**config.mk**
```make
export PLATFORM = sky130hd
export DESIGN_NAME = clock_reset_ctrl
export DESIGN_NICKNAME = d
export VERILOG_FILES = /design/src/rtl/clock_reset_ctrl.sv
export SDC_FILE = /design/constraint.sdc
export NUM_CORES = 1
export LEC_CHECK = 0
export BUFFER_PORTS_ARGS = -buffer_cell sky130_fd_sc_hd__buf_2
export CAP_MARGIN = 20
export CORE_MARGIN = 2
export CORE_UTILIZATION = 62
export DETAILED_ROUTE_END_ITERATION = 10
export GPL_ROUTABILITY_DRIVEN = 0
export PLACE_DENSITY = 0.81
export SLEW_MARGIN = 30
export SYNTH_ARGS = -nofsm -noshare
export SYNTH_HDL_FRONTEND = slang
export SYNTH_SLANG_ARGS = --single-unit
```
**constraint.sdc**
```tcl
create_clock -name CLK -period 4.9 [get_ports CLK]
set_input_delay 0.98 -clock CLK [delete_from_list [all_inputs] [get_ports CLK]]
set_output_delay 0.98 -clock CLK [all_outputs]
set_load 0.03 [all_outputs]
```
**src/rtl/clock_reset_ctrl.sv**
```systemverilog
// DCM reset sequencer: pulses DCM reset, qualifies lock, releases system reset.
// Optional status counters enabled by CLOCK_RESET_CTRL_STATUS_EN.
module clock_reset_ctrl #(
  parameter int unsigned DCM_RST_CYCLES = 4,
  parameter int unsigned LOCK_TIMEOUT   = 20000,
  parameter int unsigned STABLE_CYCLES  = 1024,
  parameter int unsigned CNT_W          = 16
) (
  input  logic       CLK,
  input  logic       RESET_N,
  input  logic       DCM_LOCKED,
  output logic       DCM_RESET,
  output logic       SYS_RESET_N,
`ifdef CLOCK_RESET_CTRL_STATUS_EN
  output logic [7:0] RETRY_CNT,
  output logic [7:0] LOSS_CNT,
`endif
  output logic       READY
);

  localparam logic [1:0] ST_RST_DCM   = 2'd0;
  localparam logic [1:0] ST_WAIT_LOCK = 2'd1;
  localparam logic [1:0] ST_STABLE    = 2'd2;
  localparam logic [1:0] ST_RUN       = 2'd3;

  localparam logic [CNT_W-1:0] RST_LAST =
    CNT_W'(DCM_RST_CYCLES - 1);
  localparam logic [CNT_W-1:0] TMO_LAST =
    CNT_W'(LOCK_TIMEOUT - 1);
  localparam logic [CNT_W-1:0] STB_LAST =
    CNT_W'(STABLE_CYCLES - 1);

  logic             sync1_q;
  logic             sync2_q;
  logic             lock_s;
  logic [1:0]       state_q;
  logic [1:0]       state_d;
  logic [CNT_W-1:0] cnt_q;
  logic [CNT_W-1:0] cnt_d;
  logic             dcm_rst_q;
  logic             sys_rst_n_q;
  logic             ready_q;

  assign lock_s = sync2_q;

  always_ff @(posedge CLK or negedge RESET_N) begin
    if (!RESET_N) begin
      sync1_q <= 1'b0;
      sync2_q <= 1'b0;
    end else begin
      sync1_q <= DCM_LOCKED;
      sync2_q <= sync1_q;
    end
  end

  always_comb begin
    state_d = state_q;
    cnt_d   = cnt_q + 1'b1;
    unique case (state_q)
      ST_RST_DCM: begin
        if (cnt_q == RST_LAST) state_d = ST_WAIT_LOCK;
      end
      ST_WAIT_LOCK: begin
        if (lock_s)                 state_d = ST_STABLE;
        else if (cnt_q == TMO_LAST) state_d = ST_RST_DCM;
      end
      ST_STABLE: begin
        if (!lock_s)                state_d = ST_RST_DCM;
        else if (cnt_q == STB_LAST) state_d = ST_RUN;
      end
      ST_RUN: begin
        cnt_d = '0;
        if (!lock_s) state_d = ST_RST_DCM;
      end
      default: state_d = ST_RST_DCM;
    endcase
    if (state_d != state_q) cnt_d = '0;
  end

  // Outputs decode state_d so they switch on the same edge as the state.
  always_ff @(posedge CLK or negedge RESET_N) begin
    if (!RESET_N) begin
      state_q     <= ST_RST_DCM;
      cnt_q       <= '0;
      dcm_rst_q   <= 1'b1;
      sys_rst_n_q <= 1'b0;
      ready_q     <= 1'b0;
    end else begin
      state_q     <= state_d;
      cnt_q       <= cnt_d;
      dcm_rst_q   <= (state_d == ST_RST_DCM);
      sys_rst_n_q <= (state_d == ST_RUN);
      ready_q     <= (state_d == ST_RUN);
    end
  end

  assign DCM_RESET   = dcm_rst_q;
  assign SYS_RESET_N = sys_rst_n_q;
  assign READY       = ready_q;

`ifdef CLOCK_RESET_CTRL_STATUS_EN
  logic       tmo_ev;
  logic       loss_ev;
  logic [7:0] retry_q;
  logic [7:0] loss_q;

  assign tmo_ev  = (state_q == ST_WAIT_LOCK) && !lock_s &&
                   (cnt_q == TMO_LAST);
  assign loss_ev = ((state_q == ST_STABLE) ||
                    (state_q == ST_RUN)) && !lock_s;

  always_ff @(posedge CLK or negedge RESET_N) begin
    if (!RESET_N) begin
      retry_q <= '0;
      loss_q  <= '0;
    end else begin
      if (tmo_ev && retry_q != 8'hFF)
        retry_q <= retry_q + 8'd1;
      if (loss_ev && loss_q != 8'hFF)
        loss_q <= loss_q + 8'd1;
    end
  end

  assign RETRY_CNT = retry_q;
  assign LOSS_CNT  = loss_q;
`endif

endmodule

```
==> flow_metrics.env <==
export IMPL_cts_htree_levels=1
export IMPL_synth_flop_cell="dfrtp_1"
export IMPL_drive_above_1_share_pct=15.6
export IMPL_ys_seq_elements=22
export IMPL_core_area_um2=1690
export IMPL_path_max_fanout=16
export IMPL_hold_viol=0
export IMPL_synthDistinctLibCells=28
export IMPL_yosys_area_top_type="dfrtp_1"
export IMPL_seqPwrFrac_pct=48.5
export IMPL_critical_path_max_stage_delay_ps=630
export IMPL_cp_start_kind="register"
export IMPL_leakage_nw=0.494
export IMPL_avgSynthCellArea_um2=10.6
export IMPL_p_switching_mw=0.164
export IMPL_syn_area_um2=1080
export IMPL_fin_nets=114
export IMPL_critPathRequiredTime_ps=5070
export IMPL_cts_setup_buffers=0
export IMPL_min_delay_start="sync1_q"
export IMPL_synthTopCellsByArea="dfrtp_1 49%, nor2_1 7.3%, xnor2_1 6.5%"
export IMPL_synth_top_area_share_pct=48.7
export IMPL_yosysWarnings=0
export IMPL_postCtsHoldBufs=0
export IMPL_p_int_mw=0.364
export IMPL_ctsResizeCount=0
export IMPL_num_antenna_cells=0
export IMPL_grt_pass1_wl_mm=3.07
export IMPL_critPathTopFamily="simple AND/OR/NAND/NOR gates"
export IMPL_reg2reg_depth=6
export IMPL_clk_latency_ps=310
export IMPL_setup_ws_ps=2430
export IMPL_rsz0062_at_grt="no"
export IMPL_die_w_um=45.7
export IMPL_period_needed_ps=2470
export IMPL_cp_slowest_cell="a211oi_4"
export IMPL_cts_buffers_inserted=3
export IMPL_grt_usage_pct=21.1
export IMPL_grt_pass1_vias=698
export IMPL_cts_root_buf="clkbuf_4"
export IMPL_dr_pass1_iters=4
export IMPL_die_area_um2=2090
export IMPL_crit_end="cnt_q[13]"
export IMPL_drv_slew=0
export IMPL_critPathLaunch="cnt_q[0]"
export IMPL_floorplan_initialDensity_pct=63.9
export IMPL_routedWlPerCell_um=13.6
export IMPL_hp_class="register to register"
export IMPL_r2r_start="cnt_q[0]"
export IMPL_r2r_end="cnt_q[13]"
export IMPL_synth_commonest_cells="21 x dfrtp_1, 21 x nor2_1, 8 x xnor2_1, 7 x nand3_1, 6 x xor2_1"
export IMPL_grt_max_degree=23
export IMPL_pwr_share_comb_pct=25.5
export IMPL_power_density_nw_per_um2=455
export IMPL_route_detailed_drc=0
export IMPL_cts_path_max_buffers=2
export IMPL_die_height_um=45.7
export IMPL_timing_fmax_mhz=404
export IMPL_drtAntennaViolNets=0
export IMPL_synthCells=102
export IMPL_io_pins=6
export IMPL_area_growth_pct=7.42
export IMPL_tightest_slew_ps=648
export IMPL_ys_seq_area_share_pct=51.1
export IMPL_period_share_pct=50.5
export IMPL_wirelength_mm=1.72
export IMPL_postLayoutCellArea_um2=1160
export IMPL_cp_num_buf_inv=0
export IMPL_synth_fp_nets=106
export IMPL_antenna_found_initial=0
export IMPL_path_clk_slew_ps=120
export IMPL_arrival_ps=2640
export IMPL_numClockSinks=22
export IMPL_switching_share_pct=31.0
export IMPL_crit_path_end_kind="register"
export IMPL_place_area_um2=1110
export IMPL_grt_overflow_total=0
export IMPL_port_buffers=5
export IMPL_crit_path_frequent_cell="nor2_1"
export IMPL_place_ws_ps=2460
export IMPL_post_dp_hpwl_mm=1.19
export IMPL_synth_edf_count=0
export IMPL_relSlewSlack_pct=56.7
export IMPL_rows=15
export IMPL_status="finished, final reports clean"
export IMPL_vias_per_cell=5.73
export IMPL_worstPathCellList="ha_1, nand4_1, nor4_1, nor2_1, a211oi_4, nor2_1"
export IMPL_cts_tree="built"
export IMPL_drv_cap=0
export IMPL_drtIter0Drc=6
export IMPL_finalSetupViolations=0
export IMPL_synth_async_reset_ratio_pct=100
export IMPL_skew_ps=8.17
export IMPL_critPathKind="register to register"
export IMPL_ir_worst_vdd_v=0.000381
export IMPL_clkPwrFrac_pct=26.0
export IMPL_crit_cells=6
export IMPL_hold_ws_ps=375
export IMPL_r2r_slack_ps=2430
export IMPL_vias=722
export IMPL_fin_tns_setup_ps=0
-- metal layers --
metal | vias to the layer above | GRT usage, % | part of all wire, %
li1 | 366 | - | -
met3 | 7 | 2.78 | 2.2
met4 | 0 | 13.7 | 3.0
met1 | 340 | 29.9 | 50
met5 | - | 0 | 0
met2 | 9 | 30.4 | 45
-- state kept, by name (all words and copies together) (netlist names) --
signal	count
lock_s	1
sync1_q	1
state_q	2
DCM_RESET	1
cnt_q	16
READY	1
-- cells by family (layout without fill, tap and decap cells) --
logic type,count (synthesis),after routing,share of synthesized area [%]
AND/OR/NAND/NOR,58,58,30.8
flip-flops,22,22,51.1
XOR/XNOR,14,14,11.4
buffers and inverters,4,11,2.43
AO/OA/AOI/OAI,3,3,3.13
adder cells (fa/ha/maj),1,1,1.16
-- how the worst min path moves through the flow --
stage | endpoint | slack (ps) | depth (start not counted)
global placement | lock_s | 330 | 0
global route | lock_s | 380 | 0
finish | lock_s | 370 | 0
CTS | lock_s | 370 | 0
floorplan | lock_s | 330 | 0
detailed placement | lock_s | 340 | 0
-- placed cells by master (no fill, tap or decap), drive strengths merged --
cell type	n
a211oi	1
inv	2
xnor2	8
nand3b	1
dfrtp	21
and2	2
dfstp	1
o21ai	1
and2b	1
xor2	6
o32ai	1
nand3	7
nor2b	1
and3	1
or4b	3
ha	1
or4	2
bufinv	1
or3	1
nor3	5
nor2	21
nand2	5
nand4	3
nor4	3
buf	5
clkbuf	3
nor3b	2
-- stage by stage --
| stage | power [mW] | util (%) | cells |
|---|---|---|---|
| after floorplan | 0.368 | - | 102 |
| after global placement | 0.391 | 65.6 | 122 |
| after detailed placement | 0.395 | 65.6 | 122 |
| after CTS | 0.531 | 68.7 | 126 |
| after global routing | 0.563 | 68.7 | 126 |
| final | 0.528 | 68.7 | 126 |
-- power groups by stage --
stage / Sequential, mW / Combinational [mW] / Clock (mW)
after detailed placement: 0.260 / 0.135 / 0
after global routing: 0.262 / 0.155 / 0.146
after CTS: 0.255 / 0.136 / 0.139
after global placement: 0.259 / 0.132 / 0
final: 0.256 / 0.135 / 0.137
after floorplan: 0.259 / 0.109 / 0
-- cell type report --
class | count | area (um^2)
Clock buffer | 3 | 22.5
Clock inverter | 1 | 30.0
Fill cell | 129 | 529
Inverter | 2 | 7.51
Multi-Input combinational cell | 76 | 502
Sequential cell | 22 | 552
Tap cell | 17 | 21.3
Timing Repair Buffer | 5 | 25.0
(Power assumes the default switching activity.)
